## config.mk

```make
export PLATFORM = sky130hd
export DESIGN_NAME = clk_cfg_seq_flat
export DESIGN_NICKNAME = d
export VERILOG_FILES = /design/src/rtl/clk_cfg_pkg.sv /design/src/rtl/clk_cfg_seq_if.sv /design/src/rtl/clk_cfg_seq_timer.sv /design/src/rtl/clk_cfg_seq.sv /design/src/flat_wrapper.sv
export SDC_FILE = /design/constraint.sdc
export NUM_CORES = 1
export LEC_CHECK = 0
export ABC_AREA = 1
export ABC_CLOCK_PERIOD_IN_PS = 5400
export CAP_MARGIN = 10
export CORE_MARGIN = 2
export CORE_UTILIZATION = 45
export CTS_CLUSTER_DIAMETER = 40
export CTS_CLUSTER_SIZE = 25
export DETAILED_ROUTE_END_ITERATION = 8
export PLACE_DENSITY_LB_ADDON = 0.25
export SLEW_MARGIN = 15
export SYNTH_ARGS = -nofsm -noshare
export SYNTH_HDL_FRONTEND = slang
export SYNTH_SLANG_ARGS = --single-unit
```

## constraint.sdc

```tcl
create_clock -name clk -period 5.4 [get_ports clk]
set_input_delay 1.08 -clock clk [delete_from_list [all_inputs] [get_ports clk]]
set_output_delay 1.08 -clock clk [all_outputs]
set_load 0.005 [all_outputs]
```

## src/rtl/clk_cfg_pkg.sv

```systemverilog
// rtl/clk_cfg_pkg.sv - shared encodings and helpers for the clock configuration sequencer
package clk_cfg_pkg;

    typedef enum logic [1:0] {
        SRC_ROSC = 2'b00,
        SRC_PLL  = 2'b01,
        SRC_8MHZ = 2'b10,
        SRC_INV  = 2'b11
    } clk_src_e;

    typedef enum logic [1:0] {
        DIV_1 = 2'b00,
        DIV_2 = 2'b01,
        DIV_4 = 2'b10,
        DIV_8 = 2'b11
    } clk_div_e;

    typedef enum logic [2:0] {
        IDLE   = 3'd0,
        PARK   = 3'd1,
        PLL_ON = 3'd2,
        SEL    = 3'd3,
        UNPARK = 3'd4,
        DIV    = 3'd5,
        DONE   = 3'd6
    } seq_state_e;

    typedef struct packed {
        logic [1:0] src;
        logic [1:0] trim;
        logic [1:0] rosc;
        logic [1:0] div;
    } cfg_req_t;

    function automatic int max_int(input int a, input int b);
        return (a > b) ? a : b;
    endfunction

endpackage

```

## src/rtl/clk_cfg_seq_if.sv

```systemverilog
// rtl/clk_cfg_seq_if.sv - request handshake and status bundle between software and the sequencer
interface clk_cfg_seq_if;
    logic       req_valid;
    logic       req_ready;
    logic [1:0] req_src;
    logic [1:0] req_trim;
    logic [1:0] req_rosc;
    logic [1:0] req_div;
    logic       done;
    logic       cfg_err;

    modport master (
        output req_valid, req_src, req_trim, req_rosc, req_div,
        input  req_ready, done, cfg_err
    );

    modport slave (
        input  req_valid, req_src, req_trim, req_rosc, req_div,
        output req_ready, done, cfg_err
    );
endinterface

```

## src/rtl/clk_cfg_seq_timer.sv

```systemverilog
// rtl/clk_cfg_seq_timer.sv - loadable down-counter timing each sequencer state
module seq_timer #(
    parameter int W = 4
) (
    input  logic         clk,
    input  logic         rst_n,
    input  logic         load,
    input  logic [W-1:0] value,
    output logic         expire
);
    logic [W-1:0] count;

    // Loaded with N on state entry; expire in the N-th cycle so the state lasts exactly N cycles.
    always_ff @(posedge clk or negedge rst_n) begin
        if (!rst_n) begin
            count <= '0;
        end else if (load) begin
            count <= value;
        end else if (count != '0) begin
            count <= count - 1'b1;
        end
    end

    assign expire = (count == W'(1));
endmodule

```

## src/rtl/clk_cfg_seq.sv

```systemverilog
// rtl/clk_cfg_seq.sv - glitch-safe clock select sequencer; CLK_CFG_SEQ_PLL_AUTO_OFF_EN drops pll_en when unparking to a non-PLL source
module clk_cfg_seq
    import clk_cfg_pkg::*;
#(
    parameter int LOCK_CYCLES   = 1024,
    parameter int SETTLE_CYCLES = 16
) (
    input  logic               clk,
    input  logic               rst_n,
    clk_cfg_seq_if.slave       bus,
    output logic               pll_en,
    output logic [1:0]         pll_trim,
    output logic               sel_8mhz,
    output logic               sel_pll,
    output logic [1:0]         sel_rosc,
    output logic [1:0]         clk_div
);
    localparam int TW = $clog2(max_int(LOCK_CYCLES, SETTLE_CYCLES) + 1);
    localparam logic [TW-1:0] LOCK_VAL   = TW'(LOCK_CYCLES);
    localparam logic [TW-1:0] SETTLE_VAL = TW'(SETTLE_CYCLES);

    localparam logic [2:0] ST_IDLE   = IDLE;
    localparam logic [2:0] ST_PARK   = PARK;
    localparam logic [2:0] ST_PLL_ON = PLL_ON;
    localparam logic [2:0] ST_SEL    = SEL;
    localparam logic [2:0] ST_UNPARK = UNPARK;
    localparam logic [2:0] ST_DIV    = DIV;
    localparam logic [2:0] ST_DONE   = DONE;

    logic [2:0]    state;
    logic [2:0]    next_state;
    cfg_req_t      tgt;
    logic          cfg_err_q;
    logic          accept;
    logic          need_pll;
    logic          tmr_load;
    logic [TW-1:0] tmr_value;
    logic          tmr_expire;

    assign accept   = (state == ST_IDLE) && bus.req_valid;
    // The PLL is only (re)locked when it is off or its trim has to change.
    assign need_pll = (tgt.src == SRC_PLL) && (!pll_en || (pll_trim != tgt.trim));

    always_comb begin
        next_state = state;
        case (state)
            ST_IDLE:   if (accept && (bus.req_src != SRC_INV)) next_state = ST_PARK;
            ST_PARK:   if (tmr_expire) next_state = need_pll ? ST_PLL_ON : ST_SEL;
            ST_PLL_ON: if (tmr_expire) next_state = ST_SEL;
            ST_SEL:    if (tmr_expire) next_state = ST_UNPARK;
            ST_UNPARK: if (tmr_expire) next_state = ST_DIV;
            ST_DIV:    if (tmr_expire) next_state = ST_DONE;
            ST_DONE:   next_state = ST_IDLE;
            default:   next_state = ST_IDLE;
        endcase
    end

    always_comb begin
        tmr_load  = 1'b0;
        tmr_value = SETTLE_VAL;
        if (next_state != state) begin
            tmr_load  = (next_state != ST_IDLE) && (next_state != ST_DONE);
            tmr_value = (next_state == ST_PLL_ON) ? LOCK_VAL : SETTLE_VAL;
        end
    end

    seq_timer #(.W(TW)) u_timer (
        .clk    (clk),
        .rst_n  (rst_n),
        .load   (tmr_load),
        .value  (tmr_value),
        .expire (tmr_expire)
    );

    always_ff @(posedge clk or negedge rst_n) begin
        if (!rst_n) begin
            state     <= ST_IDLE;
            tgt       <= '0;
            cfg_err_q <= 1'b0;
            pll_en    <= 1'b0;
            pll_trim  <= 2'b00;
            sel_8mhz  <= 1'b1;
            sel_pll   <= 1'b0;
            sel_rosc  <= 2'b00;
            clk_div   <= DIV_1;
        end else begin
            state     <= next_state;
            cfg_err_q <= accept && (bus.req_src == SRC_INV);
            if (accept) begin
                tgt <= '{src: bus.req_src, trim: bus.req_trim, rosc: bus.req_rosc, div: bus.req_div};
            end
            // Each control moves on the edge that enters its state and then holds.
            if (next_state != state) begin
                case (next_state)
                    ST_PARK: sel_8mhz <= 1'b1;
                    ST_PLL_ON: begin
                        pll_en   <= 1'b1;
                        pll_trim <= tgt.trim;
                    end
                    ST_SEL: begin
                        sel_pll  <= (tgt.src == SRC_PLL);
                        sel_rosc <= tgt.rosc;
                    end
                    ST_UNPARK: begin
                        sel_8mhz <= (tgt.src == SRC_8MHZ);
`ifdef CLK_CFG_SEQ_PLL_AUTO_OFF_EN
                        if (tgt.src != SRC_PLL) pll_en <= 1'b0;
`else
                        pll_en <= pll_en;
`endif
                    end
                    ST_DIV: clk_div <= tgt.div;
                    default: ;
                endcase
            end
        end
    end

    assign bus.req_ready = (state == ST_IDLE);
    assign bus.done      = (state == ST_DONE);
    assign bus.cfg_err   = cfg_err_q;
endmodule

```

## src/flat_wrapper.sv

```systemverilog
// flat-port wrapper written by rule: the top's interface ports become plain ports
module clk_cfg_seq_flat import clk_cfg_pkg::*;
#(
    parameter int LOCK_CYCLES   = 1024,
    parameter int SETTLE_CYCLES = 16
)
  (clk, rst_n, pll_en, pll_trim, sel_8mhz, sel_pll, sel_rosc, clk_div, bus_req_valid, bus_req_src, bus_req_trim, bus_req_rosc, bus_req_div, bus_req_ready, bus_done, bus_cfg_err);
  clk_cfg_seq_if bus_i ();
  input  logic clk;
  input  logic rst_n;
  output logic pll_en;
  output logic [1:0] pll_trim;
  output logic sel_8mhz;
  output logic sel_pll;
  output logic [1:0] sel_rosc;
  output logic [1:0] clk_div;
  input wire logic [$bits(bus_i.req_valid)-1:0] bus_req_valid;
  input wire logic [$bits(bus_i.req_src)-1:0] bus_req_src;
  input wire logic [$bits(bus_i.req_trim)-1:0] bus_req_trim;
  input wire logic [$bits(bus_i.req_rosc)-1:0] bus_req_rosc;
  input wire logic [$bits(bus_i.req_div)-1:0] bus_req_div;
  output wire logic [$bits(bus_i.req_ready)-1:0] bus_req_ready;
  output wire logic [$bits(bus_i.done)-1:0] bus_done;
  output wire logic [$bits(bus_i.cfg_err)-1:0] bus_cfg_err;
  assign bus_i.req_valid = bus_req_valid;
  assign bus_i.req_src = bus_req_src;
  assign bus_i.req_trim = bus_req_trim;
  assign bus_i.req_rosc = bus_req_rosc;
  assign bus_i.req_div = bus_req_div;
  assign bus_req_ready = bus_i.req_ready;
  assign bus_done = bus_i.done;
  assign bus_cfg_err = bus_i.cfg_err;
  clk_cfg_seq #(.LOCK_CYCLES(LOCK_CYCLES), .SETTLE_CYCLES(SETTLE_CYCLES)) u_core (.clk(clk), .rst_n(rst_n), .bus(bus_i), .pll_en(pll_en), .pll_trim(pll_trim), .sel_8mhz(sel_8mhz), .sel_pll(sel_pll), .sel_rosc(sel_rosc), .clk_div(clk_div));
endmodule
```

==> reports/metrics.cfg, run 1 <==
[outcome]
status=finished clean

[clock_tree]
root_buffer=clkbuf_8
postCtsSetupRepairBufs=0
cts_tree=built
clkSinkCount=32
cts_max_level=2
clk_pin_slew_ps=60
clockBufferDepth=2
ctsResizeCount=0
clk_latency_ps=280
postCtsHoldBufs=0
cts_buffers=5

[floorplanning]
initial_core_util=0.4630
core_um2=3943
die-area_um2=4582
die_h_um=67.69
die_x_um=67.69
ioPinCount=23
num_rows=23

[critical_path]
critPathBufInv=1
critPathLaunchType=register
crit_family=buffers and inverters
end_kind=primary output
cp.arrival_ps=1570
slowest_stage=clkdlybuf4s50_1
worstSetupPathType=register to primary output
cp_max_fo=10
cpPeakStageDelay_ps=530
cp_cell_sequence=nor3_1, clkdlybuf4s50_1
r2r_setup_slack_ps=3450
required_ps=4320

[synthesis]
netlist_top_cells_count=55 x nand2_1, 31 x dfrtp_1, 30 x inv_1
synth_top_flop_cell=dfrtp_1
synth_top_area_frac=0.4249
avgSynthCellArea_um2=7.903
yosysSeqAreaShare=0.4393
synth.distinct_cells=31
ys_ff_latch=32
synth_warnings=0
ys_async_sr_fraction=1.000
synth_nets=245
ys_top_cells_by_area=dfrtp_1 42%, nand2_1 11%, inv_1 6.2%
synth_cells=231
synth_edf_count=0
netlist_area_um2=1826
yosys.cell_count.top_type=nand2_1
synth_top_area_cell=dfrtp_1

[sta]
finalSetupTns_ps=0
hold_viol=0
worstMarginPinSlew_ps=397.0
skew_ps=3.251
slew_violations=0
grt_setup_unrepaired=false
maxClockFrequency_mhz=376.9
fin_crit_sh=0.4913
max_slew_margin=0.7353
setup_viol=0
post-route-min-period_ps=2653

[final_layout]
area_growth_pct=20.22
final_layout_size_suffix_gt1_frac=0.1615
fin_nets=273
post-route-util=0.5566
multi_input_area_um2=874.6
seq_area_um2=802.0
nFillCells=354
diodes=0

[grt]
grt_pass1_vias=1423
grt_max_degree=33
antenna_found_initial=0
met3_usage=0.05000
global_route.usage.met1=0.2484
grt_pass1_wl_um=6182
grt_use_met2=0.2635
grt-busiest-layer=met2
gr-usage-all-layers=0.1796
grt-ovfl-total=0

[worst_hold_path]
hold_class=register to register

[power]
peakVddDrop_uv=146.9
finalPower_uw=439.5
power_per_cell_area_nw_per_um2=200.3
p_leak_nw=1.046

[detailed_routing]
antenna_left=0
dr.pass1.iters=4
wire_per_inst_um=11.10
viasPerCell=4.816
vias=1493
drc=0
drt_iter0_drc=76
drt-total-wl_um=3442

[run]
cap_violations=0

[placed_design]
finalWeightedCongestion=0.8444
numPortBuffers=22
place_hpwl_um=2574

==> stage by stage <==
step / setup slack (ps) / hold slack [ps] / area, µm² / std cells
5_1_grt: 2640 / 508.8 / 2195 / 310
6_report: 2747 / 485.2 / 2195 / 310
4_1_cts: 2740 / 490.9 / 2195 / 310
2_1_floorplan: 3339 / 445.0 / 1826 / 231
3_5_place_dp: 2653 / 474.8 / 2105 / 302
3_3_place_gp: 2680 / 471.8 / 2105 / 302
==> layout by cell type, fill, tap and decap left out <==
cell              n
nand2_2           9
xnor2_1           2
inv_4             1
nand3_2           3
clkbuf_1          2
nor2_4            3
nor3_4            1
clkdlybuf4s50_1  22
o21ai_1           5
or2_2             1
dfrtp_1          31
nand3_4           1
a21boi_2          1
o21ai_0          10
nor2_2            2
clkbuf_8          6
nand2_4           1
buf_4             1
mux2_2            1
ha_1              3
xor2_1            5
inv_1            30
nand4_1           5
nor2_1           23
or2_1             1
o21ai_2           1
nand2_1          55
a21oi_1           2
nor3_1            8
a21oi_2           4
dfstp_2           1
inv_2             5
nand3_1          14
==> power by group <==
group / switching (mW) / internal (mW) / total [mW]
Sequential: 0 / 0.240 / 0.240
Clock: 0.0833 / 0.104 / 0.187
Combinational: 0.00580 / 0.00682 / 0.0126
==> worst register-to-register path: cells and delay by family, from the launching register on <==
family          cells  cell delay (ps)
simple gates        9              990
flops               1              390
fa+ha+maj           1              200
buf+inv             1              130
compound gates      2              130
==> worst paths after layout <==
check | start | to | cells past startpoint
setup / recovery | u_core.state[0] | bus_done | 2
hold / removal | u_core.clk_div[1] | u_core.clk_div[1] | 2
setup reg to reg | u_core.u_timer.count[1] | u_core.sel_rosc[0] | 13
hold reg to reg | u_core.clk_div[1] | u_core.clk_div[1] | 2
max in group asynchronous | rst_n | u_core.sel_8mhz | 2
min in group asynchronous | rst_n | u_core.u_timer.count[3] | 2
==> per-layer routing <==
| metal | up-vias | share of wire |
|---|---|---|
| met1 | 692 | 0.51 |
| met2 | 15 | 0.45 |
| met4 | 0 | 0.013 |
| met3 | 5 | 0.030 |
| met5 | - | 0 |
| li1 | 781 | - |
==> layout make-up <==
type                    count  area share
repair buffers             23      0.1038
inverters                  36     0.06271
multi-input cells         161      0.3985
well taps                  50     0.02851
clock buffers               8     0.04105
flip-flops and latches     32      0.3655
==> flip-flops by register name, summed over array words and instances, names as in the netlist <==
signal / cells
u_core.pll_en: 1
u_core.state: 3
u_core.sel_rosc: 2
u_core.clk_div: 2
u_core.u_timer.count: 11
u_core.sel_8mhz: 1
u_core.sel_pll: 1
u_core.pll_trim: 2
u_core.bus.cfg_err: 1
u_core.tgt: 8
==> logic make-up after synthesis <==
group	count (synthesis)	synth area share
AND/OR/NAND/NOR	127	0.3420
buffers and inverters	38	0.08157
flip-flops	32	0.4393
AO/OA/AOI/OAI	23	0.07676
XOR/XNOR	7	0.03359
adder cells (fa/ha/maj)	3	0.02056
multiplexers	1	0.006168
(Power assumes the default switching activity.)
==> run 2, diff against run 1 <==
- ABC_CLOCK_PERIOD_IN_PS: 5400 -> 2660
- clock period: 5.4 -> 2.66 ns (I/O delays scaled with it)
==> run 2 against run 1 <==
Compared with the run above: utilization increased by 0.063 points; non-clock buffer count unchanged; via count fell by 0.94%; sequential power grew 100%; design area increased by 0.11%; routed wire length rose by 2.5%; hold slack improved by 10 ps; die area did not move; register-to-register slack worse by 2800 ps; total power is 110% higher; setup slack worse by 2200 ps; clock power increased by 110%; critical endpoint unchanged.
==> reports/metrics.cfg, run 2 (synthesis results as in run 1) <==
[outcome]
status=finished clean

[critical_path]
required_ps=2130  ; -2190 ps
critPathLaunchType=register
cp_cell_sequence=nor3_1, clkdlybuf4s50_1
worstSetupPathType=register to primary output
cpPeakStageDelay_ps=530  ; about the same
cp_max_fo=10  ; unchanged
cp.arrival_ps=1590  ; +20 ps
end_kind=primary output
slowest_stage=clkdlybuf4s50_1

[clock_tree]
clkSinkCount=32  ; unchanged
cts_max_level=2  ; unchanged
clk_latency_ps=290  ; about the same
root_buffer=clkbuf_8
clk_pin_slew_ps=80  ; +20 ps
postCtsSetupRepairBufs=0  ; unchanged
postCtsHoldBufs=0  ; unchanged
cts_tree=built
cts_buffers=5  ; unchanged
ctsResizeCount=0  ; unchanged
clockBufferDepth=2  ; unchanged

[final_layout]
mostFrequentLayoutCell=nand2_1
diodes=0  ; unchanged
area_growth_pct=20.36
final_cell_mix=55 x nand2_1, 31 x dfrtp_1, 30 x inv_1, 23 x nor2_1, 22 x clkdlybuf4s50_1
final_layout_size_suffix_gt1_frac=0.1692  ; +0.007692
post-route-util=0.5573  ; +0.0006340
largestRegisters=u_core.u_timer.count (11), u_core.tgt (8), u_core.state (3)
largest_reg_flops=11  ; unchanged
nFillCells=354  ; unchanged
fin_nets=273  ; unchanged
largest-register=u_core.u_timer.count

[run]
cap_violations=0  ; unchanged

[sta]
grt_setup_unrepaired=false
post-route-min-period_ps=2122
maxClockFrequency_mhz=471.2
finalSetupTns_ps=0  ; unchanged
hold_viol=0  ; unchanged
setup_viol=0  ; unchanged
skew_ps=13.47  ; +10.22 ps
slew_violations=0  ; unchanged
fin_crit_sh=0.7979
worstMarginPinSlew_ps=410.0  ; +13.01 ps
max_slew_margin=0.7266  ; -0.008674

[detailed_routing]
drt-total-wl_um=3528  ; +2.5%
antenna_left=0  ; unchanged
viasPerCell=4.771  ; -0.94%
wire_per_inst_um=11.38  ; +2.5%
drt_iter0_drc=81  ; +6.6%
drc=0  ; unchanged
dr.pass1.iters=6  ; +2
vias=1479  ; -0.94%

[grt]
grt_pass1_vias=1426  ; +0.21%
grt-ovfl-total=0  ; unchanged
gr-usage-all-layers=0.1821  ; +0.002470
grt_max_degree=33  ; unchanged
antenna_found_initial=0  ; unchanged
grt_pass1_wl_um=6189  ; +0.11%

[floorplanning]
core_um2=3943  ; unchanged
ioPinCount=23  ; unchanged
num_rows=23  ; unchanged
die_x_um=67.69  ; unchanged
die-area_um2=4582  ; unchanged
initial_core_util=0.4630  ; unchanged
die_h_um=67.69  ; unchanged

[power]
finalPower_uw=903.6  ; +110%
p_leak_nw=1.052  ; +0.52%
power_per_cell_area_nw_per_um2=411.3  ; +110%
peakVddDrop_uv=420.7  ; +190%

[placed_design]
numPortBuffers=22  ; unchanged
place_hpwl_um=2667  ; +3.6%
finalWeightedCongestion=0.8434  ; -0.12%

[worst_hold_path]
hold_class=register to register

## run 2: cell types whose count changed in the layout (fill, tap and decap cells not counted)
cell and delta:
clkbuf_1 -2, clkinv_2 +2
## run 2: worst paths after layout
path / from / end / slack [ps] / cells past startpoint
max in group asynchronous: rst_n / u_core.sel_8mhz / 1690 / 2
min in group asynchronous: rst_n / u_core.clk_div[1] / 630 / 2
setup reg to reg: u_core.state[1] / u_core.u_timer.count[2] / 640 / 13
setup / recovery: u_core.state[0] / bus_done / 540 / 2
hold reg to reg: u_core.sel_pll / u_core.sel_pll / 500 / 2
hold / removal: u_core.sel_pll / u_core.sel_pll / 500 / 2
## run 2: power by group
group,switching (mW),internal (mW)
registers,0,0.487
clock network,0.185,0.206
logic,0.0120,0.0138
total,0.197,0.707
## run 2: final cells by class
class	count	area (µm²)	area share
flip-flops and latches	32	802.0	0.3650
repair buffers	23	227.7	0.1036
well taps	50	62.56	0.02847
multi-input cells	161	874.6	0.3981
clock inverters	2	10.01	0.004556
inverters	36	137.6	0.06264
clock buffers	6	82.58	0.03759
## run 2: stage by stage
stage / hold slack, ps / cells / cell area (µm²) / worst slack [ps]
floorplan: 236.4 / 231 / 1826 / 922.9
global placement: 470.5 / 302 / 2105 / 487.1
detailed placement: 474.8 / 302 / 2105 / 417.6
CTS: 493.0 / 310 / 2197 / 513.9
global route: 521.8 / 310 / 2197 / 437.1
finish: 495.3 / 310 / 2197 / 537.6
## run 2: layer usage
layer,GRT usage,vias up,part of all wire
met5,0,-,0
met4,0.07908,0,0.015
met3,0.04667,5,0.036
met2,0.2770,22,0.47
met1,0.2442,672,0.48
li1,-,780,-
## run 2: critical path, delay by kind of cell, from the launching register on
family | cells | cell delay, ps
and+or+nand+nor | 1 | 250
DFF | 1 | 520
buffers and inverters | 1 | 530
